**config.mk**
```make
export PLATFORM = sky130hd
export DESIGN_NAME = specu_flush_mask_gen
export DESIGN_NICKNAME = d
export VERILOG_FILES = /design/src/rtl/specu_flush_mask_gen.sv
export SDC_FILE = /design/constraint.sdc
export NUM_CORES = 1
export LEC_CHECK = 0
export CAP_MARGIN = 25
export CORE_ASPECT_RATIO = 2
export CORE_MARGIN = 1.5
export CORE_UTILIZATION = 55
export DETAILED_ROUTE_END_ITERATION = 8
export HOLD_SLACK_MARGIN = 0.06
export PLACE_DENSITY = 0.88
export SYNTH_ARGS = -nofsm -noshare
export SYNTH_HDL_FRONTEND = slang
export SYNTH_SLANG_ARGS = --single-unit
export TNS_END_PERCENT = 1
```
**constraint.sdc**
```tcl
create_clock -name clk -period 5.4 [get_ports clk]
set_input_delay 0.81 -clock clk [delete_from_list [all_inputs] [get_ports clk]]
set_output_delay 0.81 -clock clk [all_outputs]
set_load 0.01 [all_outputs]
```
**src/rtl/specu_flush_mask_gen.sv**
```systemverilog
// -----------------------------------------------------------------------------
// specu_flush_mask_gen
//
// Purpose:
//   This block sits between branch resolution and the reorder buffer and
//   generates the speculative-squash mask for a mispredicted branch. It takes
//   the one-hot ROB tag of the branch and computes which ROB entries are
//   younger than it. The ages are wrap-aware and come from the ROB
//   head, tail and full state. The mask is sent to the ROB over a valid/ack
//   handshake. When mispredicts overlap, the oldest branch wins.
//
// Optional feature (macro SPECU_FLUSH_ONEHOT_CHECK_EN):
//   When defined, the block adds the port onehot_err_out. It pulses one cycle
//   after any mispredict report whose tag is not exactly one-hot. Such a
//   request is dropped. When undefined, the lowest set bit of the tag selects
//   the branch, and an all-zero tag is silently dropped.
//
// Ports:
//   clk             in   1         clock, rising edge
//   rst_n           in   1         asynchronous active-low reset
//   misp_valid_in   in   1         mispredict report valid (single-cycle pulse)
//   misp_tag_in     in   ROB_SIZE  one-hot ROB slot of the mispredicted branch
//   rob_head_in     in   PTR_W     index of the oldest ROB entry
//   rob_tail_in     in   PTR_W     index of the next free ROB slot
//   rob_full_in     in   1         ROB full (tail==head means full, not empty)
//   flush_ack_in    in   1         ROB applied flush_mask_out this cycle
//   onehot_err_out  out  1         malformed tag seen (only with the macro)
//   flush_valid_out out  1         flush_mask_out valid, held until ack
//   flush_mask_out  out  ROB_SIZE  bit i set: squash ROB entry i
//   busy_out        out  1         block not idle; ROB must not dispatch
// -----------------------------------------------------------------------------
module specu_flush_mask_gen #(
  parameter int ROB_SIZE = 16,
  parameter int PTR_W    = 4
) (
  input  logic                clk,
  input  logic                rst_n,
  input  logic                misp_valid_in,
  input  logic [ROB_SIZE-1:0] misp_tag_in,
  input  logic [PTR_W-1:0]    rob_head_in,
  input  logic [PTR_W-1:0]    rob_tail_in,
  input  logic                rob_full_in,
  input  logic                flush_ack_in,
`ifdef SPECU_FLUSH_ONEHOT_CHECK_EN
  output logic                onehot_err_out,
`endif
  output logic                flush_valid_out,
  output logic [ROB_SIZE-1:0] flush_mask_out,
  output logic                busy_out
);

  typedef enum logic [1:0] {
    S_IDLE  = 2'd0,
    S_CALC  = 2'd1,
    S_ISSUE = 2'd2
  } state_t;

  state_t              r_state;
  logic [PTR_W-1:0]    r_br;
  logic                r_pend_vld;
  logic [PTR_W-1:0]    r_pend_idx;
  logic                r_valid;
  logic [ROB_SIZE-1:0] r_mask;
  logic                r_busy;

  // Lowest set bit wins. An all-zero tag yields 0, but it is filtered out by w_tag_ok.
  function automatic logic [PTR_W-1:0] f_tag2idx(input logic [ROB_SIZE-1:0] tag);
    f_tag2idx = '0;
    for (int i = ROB_SIZE - 1; i >= 0; i--) begin
      if (tag[i]) f_tag2idx = PTR_W'(i);
    end
  endfunction

  // Modular subtraction wraps naturally because ROB_SIZE == 2**PTR_W.
  function automatic logic [PTR_W-1:0] f_age(input logic [PTR_W-1:0] x,
                                             input logic [PTR_W-1:0] head);
    f_age = x - head;
  endfunction

  // The tail age needs one extra bit so that a full ROB (age ROB_SIZE) differs from an empty one.
  function automatic logic [ROB_SIZE-1:0] f_mask(input logic [PTR_W-1:0] br,
                                                 input logic [PTR_W-1:0] head,
                                                 input logic [PTR_W-1:0] tail,
                                                 input logic             full);
    logic [PTR_W:0]   tail_age;
    logic [PTR_W-1:0] br_age;
    logic [PTR_W-1:0] age_i;
    tail_age = full ? (PTR_W+1)'(ROB_SIZE) : {1'b0, f_age(tail, head)};
    br_age   = f_age(br, head);
    f_mask   = '0;
    for (int i = 0; i < ROB_SIZE; i++) begin
      age_i     = f_age(PTR_W'(i), head);
      f_mask[i] = (age_i > br_age) && ({1'b0, age_i} < tail_age);
    end
  endfunction

  logic             w_tag_ok;
  logic             w_req;
  logic [PTR_W-1:0] w_idx;
  logic             w_older_br;
  logic             w_older_pend;
  logic             w_pend_nv;
  logic [PTR_W-1:0] w_pend_ni;

`ifdef SPECU_FLUSH_ONEHOT_CHECK_EN
  logic r_onehot_err;
  assign w_tag_ok = (misp_tag_in != '0) &&
                    ((misp_tag_in & (misp_tag_in - 1'b1)) == '0);
  assign onehot_err_out = r_onehot_err;
`else
  assign w_tag_ok = (misp_tag_in != '0);
`endif

  assign w_req        = misp_valid_in && w_tag_ok;
  assign w_idx        = f_tag2idx(misp_tag_in);
  // Ages are always re-derived from the current head, because the ROB may retire while we are busy.
  assign w_older_br   = f_age(w_idx, rob_head_in) < f_age(r_br, rob_head_in);
  assign w_older_pend = !r_pend_vld ||
                        (f_age(w_idx, rob_head_in) < f_age(r_pend_idx, rob_head_in));

  // Pending-slot update while in ISSUE. It is also used on the ack cycle, so a
  // request that arrives together with the ack is not lost.
  always_comb begin
    w_pend_nv = r_pend_vld;
    w_pend_ni = r_pend_idx;
    if (w_req && w_older_br && w_older_pend) begin
      w_pend_nv = 1'b1;
      w_pend_ni = w_idx;
    end
  end

  always_ff @(posedge clk or negedge rst_n) begin
    if (!rst_n) begin
      r_state    <= S_IDLE;
      r_br       <= '0;
      r_pend_vld <= 1'b0;
      r_pend_idx <= '0;
      r_valid    <= 1'b0;
      r_mask     <= '0;
      r_busy     <= 1'b0;
`ifdef SPECU_FLUSH_ONEHOT_CHECK_EN
      r_onehot_err <= 1'b0;
`endif
    end else begin
`ifdef SPECU_FLUSH_ONEHOT_CHECK_EN
      r_onehot_err <= misp_valid_in && !w_tag_ok;
`endif
      case (r_state)
        S_IDLE: begin
          if (w_req) begin
            r_br    <= w_idx;
            r_busy  <= 1'b1;
            r_state <= S_CALC;
          end
        end
        S_CALC: begin
          // An older branch replaces the current one and costs one more CALC cycle.
          if (w_req && w_older_br) begin
            r_br <= w_idx;
          end else begin
            r_mask  <= f_mask(r_br, rob_head_in, rob_tail_in, rob_full_in);
            r_valid <= 1'b1;
            r_state <= S_ISSUE;
          end
        end
        S_ISSUE: begin
          if (flush_ack_in) begin
            r_valid <= 1'b0;
            r_mask  <= '0;
            if (w_pend_nv) begin
              r_br       <= w_pend_ni;
              r_pend_vld <= 1'b0;
              r_state    <= S_CALC;
            end else begin
              r_busy  <= 1'b0;
              r_state <= S_IDLE;
            end
          end else begin
            r_pend_vld <= w_pend_nv;
            r_pend_idx <= w_pend_ni;
          end
        end
        default: begin
          r_state <= S_IDLE;
          r_busy  <= 1'b0;
          r_valid <= 1'b0;
        end
      endcase
    end
  end

  assign flush_valid_out = r_valid;
  assign flush_mask_out  = r_mask;
  assign busy_out        = r_busy;

endmodule

```
==> summary.txt <==
Outcome
  • Status: finished clean

Critical path
  • Arr. time, crit path: 4.87 ns
  • RR Startpoint: r_br[0]$_DFFE_PN0P_
  • Worst setup EP type: register
  • Bufs and invs on worst path: 4
  • WP data required: approximately 5.6 ns
  • CP Max Fanout: 5
  • Most used cell, CP: inv_1
  • Crit path max-delay cell type: clkdlybuf4s50_1
  • Worst Setup Start Kind: input port
  • Critical path type: input port to register
  • Crit-path max cell delay: 0.52 ns
  • Cell family with most CP delay: compound AO/OA/AOI/OAI gates
  • CP Cell Sequence: clkdlybuf4s50_1, inv_1, a2111oi_0, nand2b_1, o211ai_1, inv_1, ha_1, inv_1, fa_1, ha_1, a2111oi_2, o21bai_4, nor4_2, mux2_1
  • Worst setup path start: misp_tag_in[5]

Cells and area
  • Final Util: a little over two thirds
  • Layout cells sized above 1: under 10%
  • Final non-filler cell total: 533
  • Multi-input logic area: 0.00276 mm^2
  • Area grow syn2layout: 21.1%
  • # diodes: 0
  • Most common cell after layout, fill and taps aside: ha_1
  • Nets: 563
  • Storage cell area: ~730 um^2
  • Commonest non-fill, non-tap cells in the layout: ha_1, a21oi_1, clkdlybuf4s50_1
  • Fillers: between 400 and 500

Global routing
  • Largest net degree at the start of global routing: 30
  • Grt ovf: 0
  • Initial antenna violation count: 0
  • First-pass GRT wire length: ~16000 um
  • Number of global-route vias before repair: 3454
  • Overall routing resource usage: between 20 and 30%

Synth
  • Ys async rst share: 100%
  • Ys Warns: 0
  • Syn Nets: 509
  • Yosys reg bits: 29
  • Synth cell types: 47
  • Syn avg cell area: roughly 9.3 um^2
  • Syn Std Cell Area: 0.00364 mm^2
  • Post-synth EDFFs: 0
  • Synth Flop Type: dfrtp_1
  • Syn Inst Count: between 300 and 400
  • Sequential element share of the synthesized area: about 20%

Clocking
  • Clock Tree Buf Depth: 2
  • Clock slew at reported path FFs: ~0.06 ns
  • Total CTS buffers: 5
  • Clk Latency, worst-skew pair: 0.29 ns
  • CTS tree: yes
  • PostCTS Resize Cnt: 0
  • Sink Count: 29
  • # hold bufs at CTS: 0
  • Root Buffer: clkbuf_16
  • Number of setup buffers added after CTS: 0
  • H-tree depth: 2

Route
  • Vias/cell: slightly above 6
  • First-pass detailed-route iteration total: 4
  • DR iter-0 viols: 138
  • Average wire per standard cell: ~18 um
  • Antenna-violating nets left: 0
  • Drt total wl: 9360 um
  • DRC: 0
  • Via count: 3237

Pwr
  • Share of total power in sequential cells: 17.6%
  • Pwr dens: 454 mW/mm^2
  • NetSw: 0.885 mW
  • Total power: 2.00 mW
  • VDD IR-drop max: slightly below 0.3 mV
  • LEAKAGE: roughly 2.1 nW
  • Internal Power: ~1.1 mW
  • Switching part of the total: approximately 44%
  • Clock power share: 16.9%
  • Logic pwr share: 65.5%

Job
  • Max Cap Viol: 0

Timing
  • Slew headroom: between 40 and 50%
  • Max Freq: 0.212 GHz
  • # setup viols final: 0
  • RSZ-0062 raised after global routing: false
  • Setup tns final: 0 ns
  • Final Critical Period: 4.71 ns
  • Crit share post-route: 87.2%
  • Fin. Hold Viols: 0
  • Worst Tran Pin Value: 0.810 ns
  • Final slew viol count: 0
  • Fin Clk Skew: 0.00838 ns

Worst hold path
  • Hold Path Class: register to register
  • Hold Startpoint: flush_mask_out[14]$_DFFE_PN0P_

Die
  • I/O Pins: between 40 and 50
  • Die Ht: 118 um
  • Core area: around 0.0064 mm^2
  • Std cell rows: 41
  • Die area: 0.00715 mm^2
  • Initial Util: 57.3%
  • DIE WIDTH: 60.6 um

Placed design
  • Gp weighted congestion: 0.875
  • Post-Place Cells: 525
  • Port Buf Inserts: 46
  • HPWL after DPL: ~7200 um
==> cells in the mapped netlist (2+ instances only) <==
master / n / share of area, %
a32o_1: 10 / 2.7
xnor2_1: 13 / 3.1
mux2_1: 5 / 1.5
and3_1: 4 / 0.69
or2_2: 10 / 1.7
mux2i_1: 4 / 1.1
a21oi_1: 50 / 6.9
xor2_1: 9 / 2.2
nand2b_1: 15 / 2.6
clkbuf_1: 3 / 0.31
nand2_1: 10 / 1.0
a31oi_1: 8 / 1.4
nor3_1: 3 / 0.41
nor2_1: 18 / 1.9
fa_1: 5 / 2.7
or4_1: 3 / 0.62
inv_1: 36 / 3.7
mux2_2: 2 / 0.62
o21bai_1: 5 / 1.0
a2111oi_0: 2 / 0.48
nand3b_1: 2 / 0.41
a21o_1: 16 / 3.3
or4_4: 2 / 0.62
dfrtp_1: 29 / 20
nor2b_1: 5 / 0.86
o31ai_1: 3 / 0.62
o2bb2ai_1: 7 / 1.7
ha_1: 83 / 29
buf_2: 3 / 0.41
o21ai_0: 10 / 1.4
==> final timing paths <==
kind	endpoint	slack (ns)	cells past startpoint
worst max-delay path	r_pend_idx[3]$_DFFE_PN0P_	0.69	14
worst min-delay path	flush_mask_out[14]$_DFFE_PN0P_	0.49	1
worst max register to register	r_pend_idx[3]$_DFFE_PN0P_	2.12	10
worst min register to register	flush_mask_out[14]$_DFFE_PN0P_	0.49	1
max in group asynchronous	flush_mask_out[5]$_DFFE_PN0P_	4.17	2
min in group asynchronous	flush_mask_out[14]$_DFFE_PN0P_	0.93	2
==> metrics by stage <==
stage / cell area [um^2] / setup WS, ns / hold WS, ns
final: 4410 / 0.693 / 0.491
after global routing: 4410 / 0.159 / 0.511
after CTS: 4410 / 0.695 / 0.495
after global placement: 4240 / 0.570 / 0.473
after floorplan: 3640 / 1.25 / 0.478
after detailed placement: 4240 / 0.384 / 0.477
==> power by group through the flow <==
stage / Clock (mW) / Sequential (mW) / Combinational, mW
2_1_floorplan: 0 / 0.364 / 0.883
3_3_place_gp: 0 / 0.352 / 1.21
3_5_place_dp: 0 / 0.356 / 1.29
4_1_cts: 0.339 / 0.353 / 1.30
5_1_grt: 0.349 / 0.362 / 1.46
6_report: 0.338 / 0.352 / 1.31
==> worst reg2reg max path, delay by kind of cell, from the launching register on <==
family / cells / cell delay (ns)
adders and majority gates: 3 / 0.95
and+or+nand+nor: 2 / 0.73
AOI/OAI and AO/OA: 2 / 0.45
muxes: 1 / 0.38
DFF: 1 / 0.35
xor gates and xnor gates: 1 / 0.24
buffers and inverters: 1 / 0.07
==> cells by family after synthesis <==
logic type	after synthesis	share of synthesized area (%)
multiplexers	11	3.26
buffers and inverters	42	4.43
AND/OR/NAND/NOR	76	12.1
AO/OA/AOI/OAI	124	23.8
adder cells (fa/ha/maj)	88	31.3
flip-flops	29	19.9
XOR/XNOR	22	5.29
==> layer usage <==
| metal | share of wire (%) | vias up | routed length [um] | global-route usage, % |
|---|---|---|---|---|
| li1 | - | 1538 | - | - |
| met1 | 35 | 1554 | 3270 | 29.2 |
| met2 | 56 | 102 | 5240 | 51.8 |
| met3 | 3.4 | 43 | 322 | 3.52 |
| met4 | 5.6 | 0 | 529 | 19.4 |
| met5 | 0 | - | 0 | 0 |
==> sequential cells by signal (all words and copies together) (netlist names) <==
name,flops
flush_valid_out,1
r_pend_idx,4
r_pend_vld,1
r_state,2
flush_mask_out,16
r_br,4
busy_out,1
==> layout make-up <==
| cell class | count | share of cell area (%) |
|---|---|---|
| multi-input cells | 321 | 62.5 |
| flip-flops and latches | 29 | 16.5 |
| clock inverters | 1 | 0.681 |
| well taps | 86 | 2.44 |
| inverters | 36 | 3.06 |
| repair buffers | 53 | 11.6 |
| clock buffers | 7 | 3.23 |
Note: power is estimated with default switching activity, not from simulation.
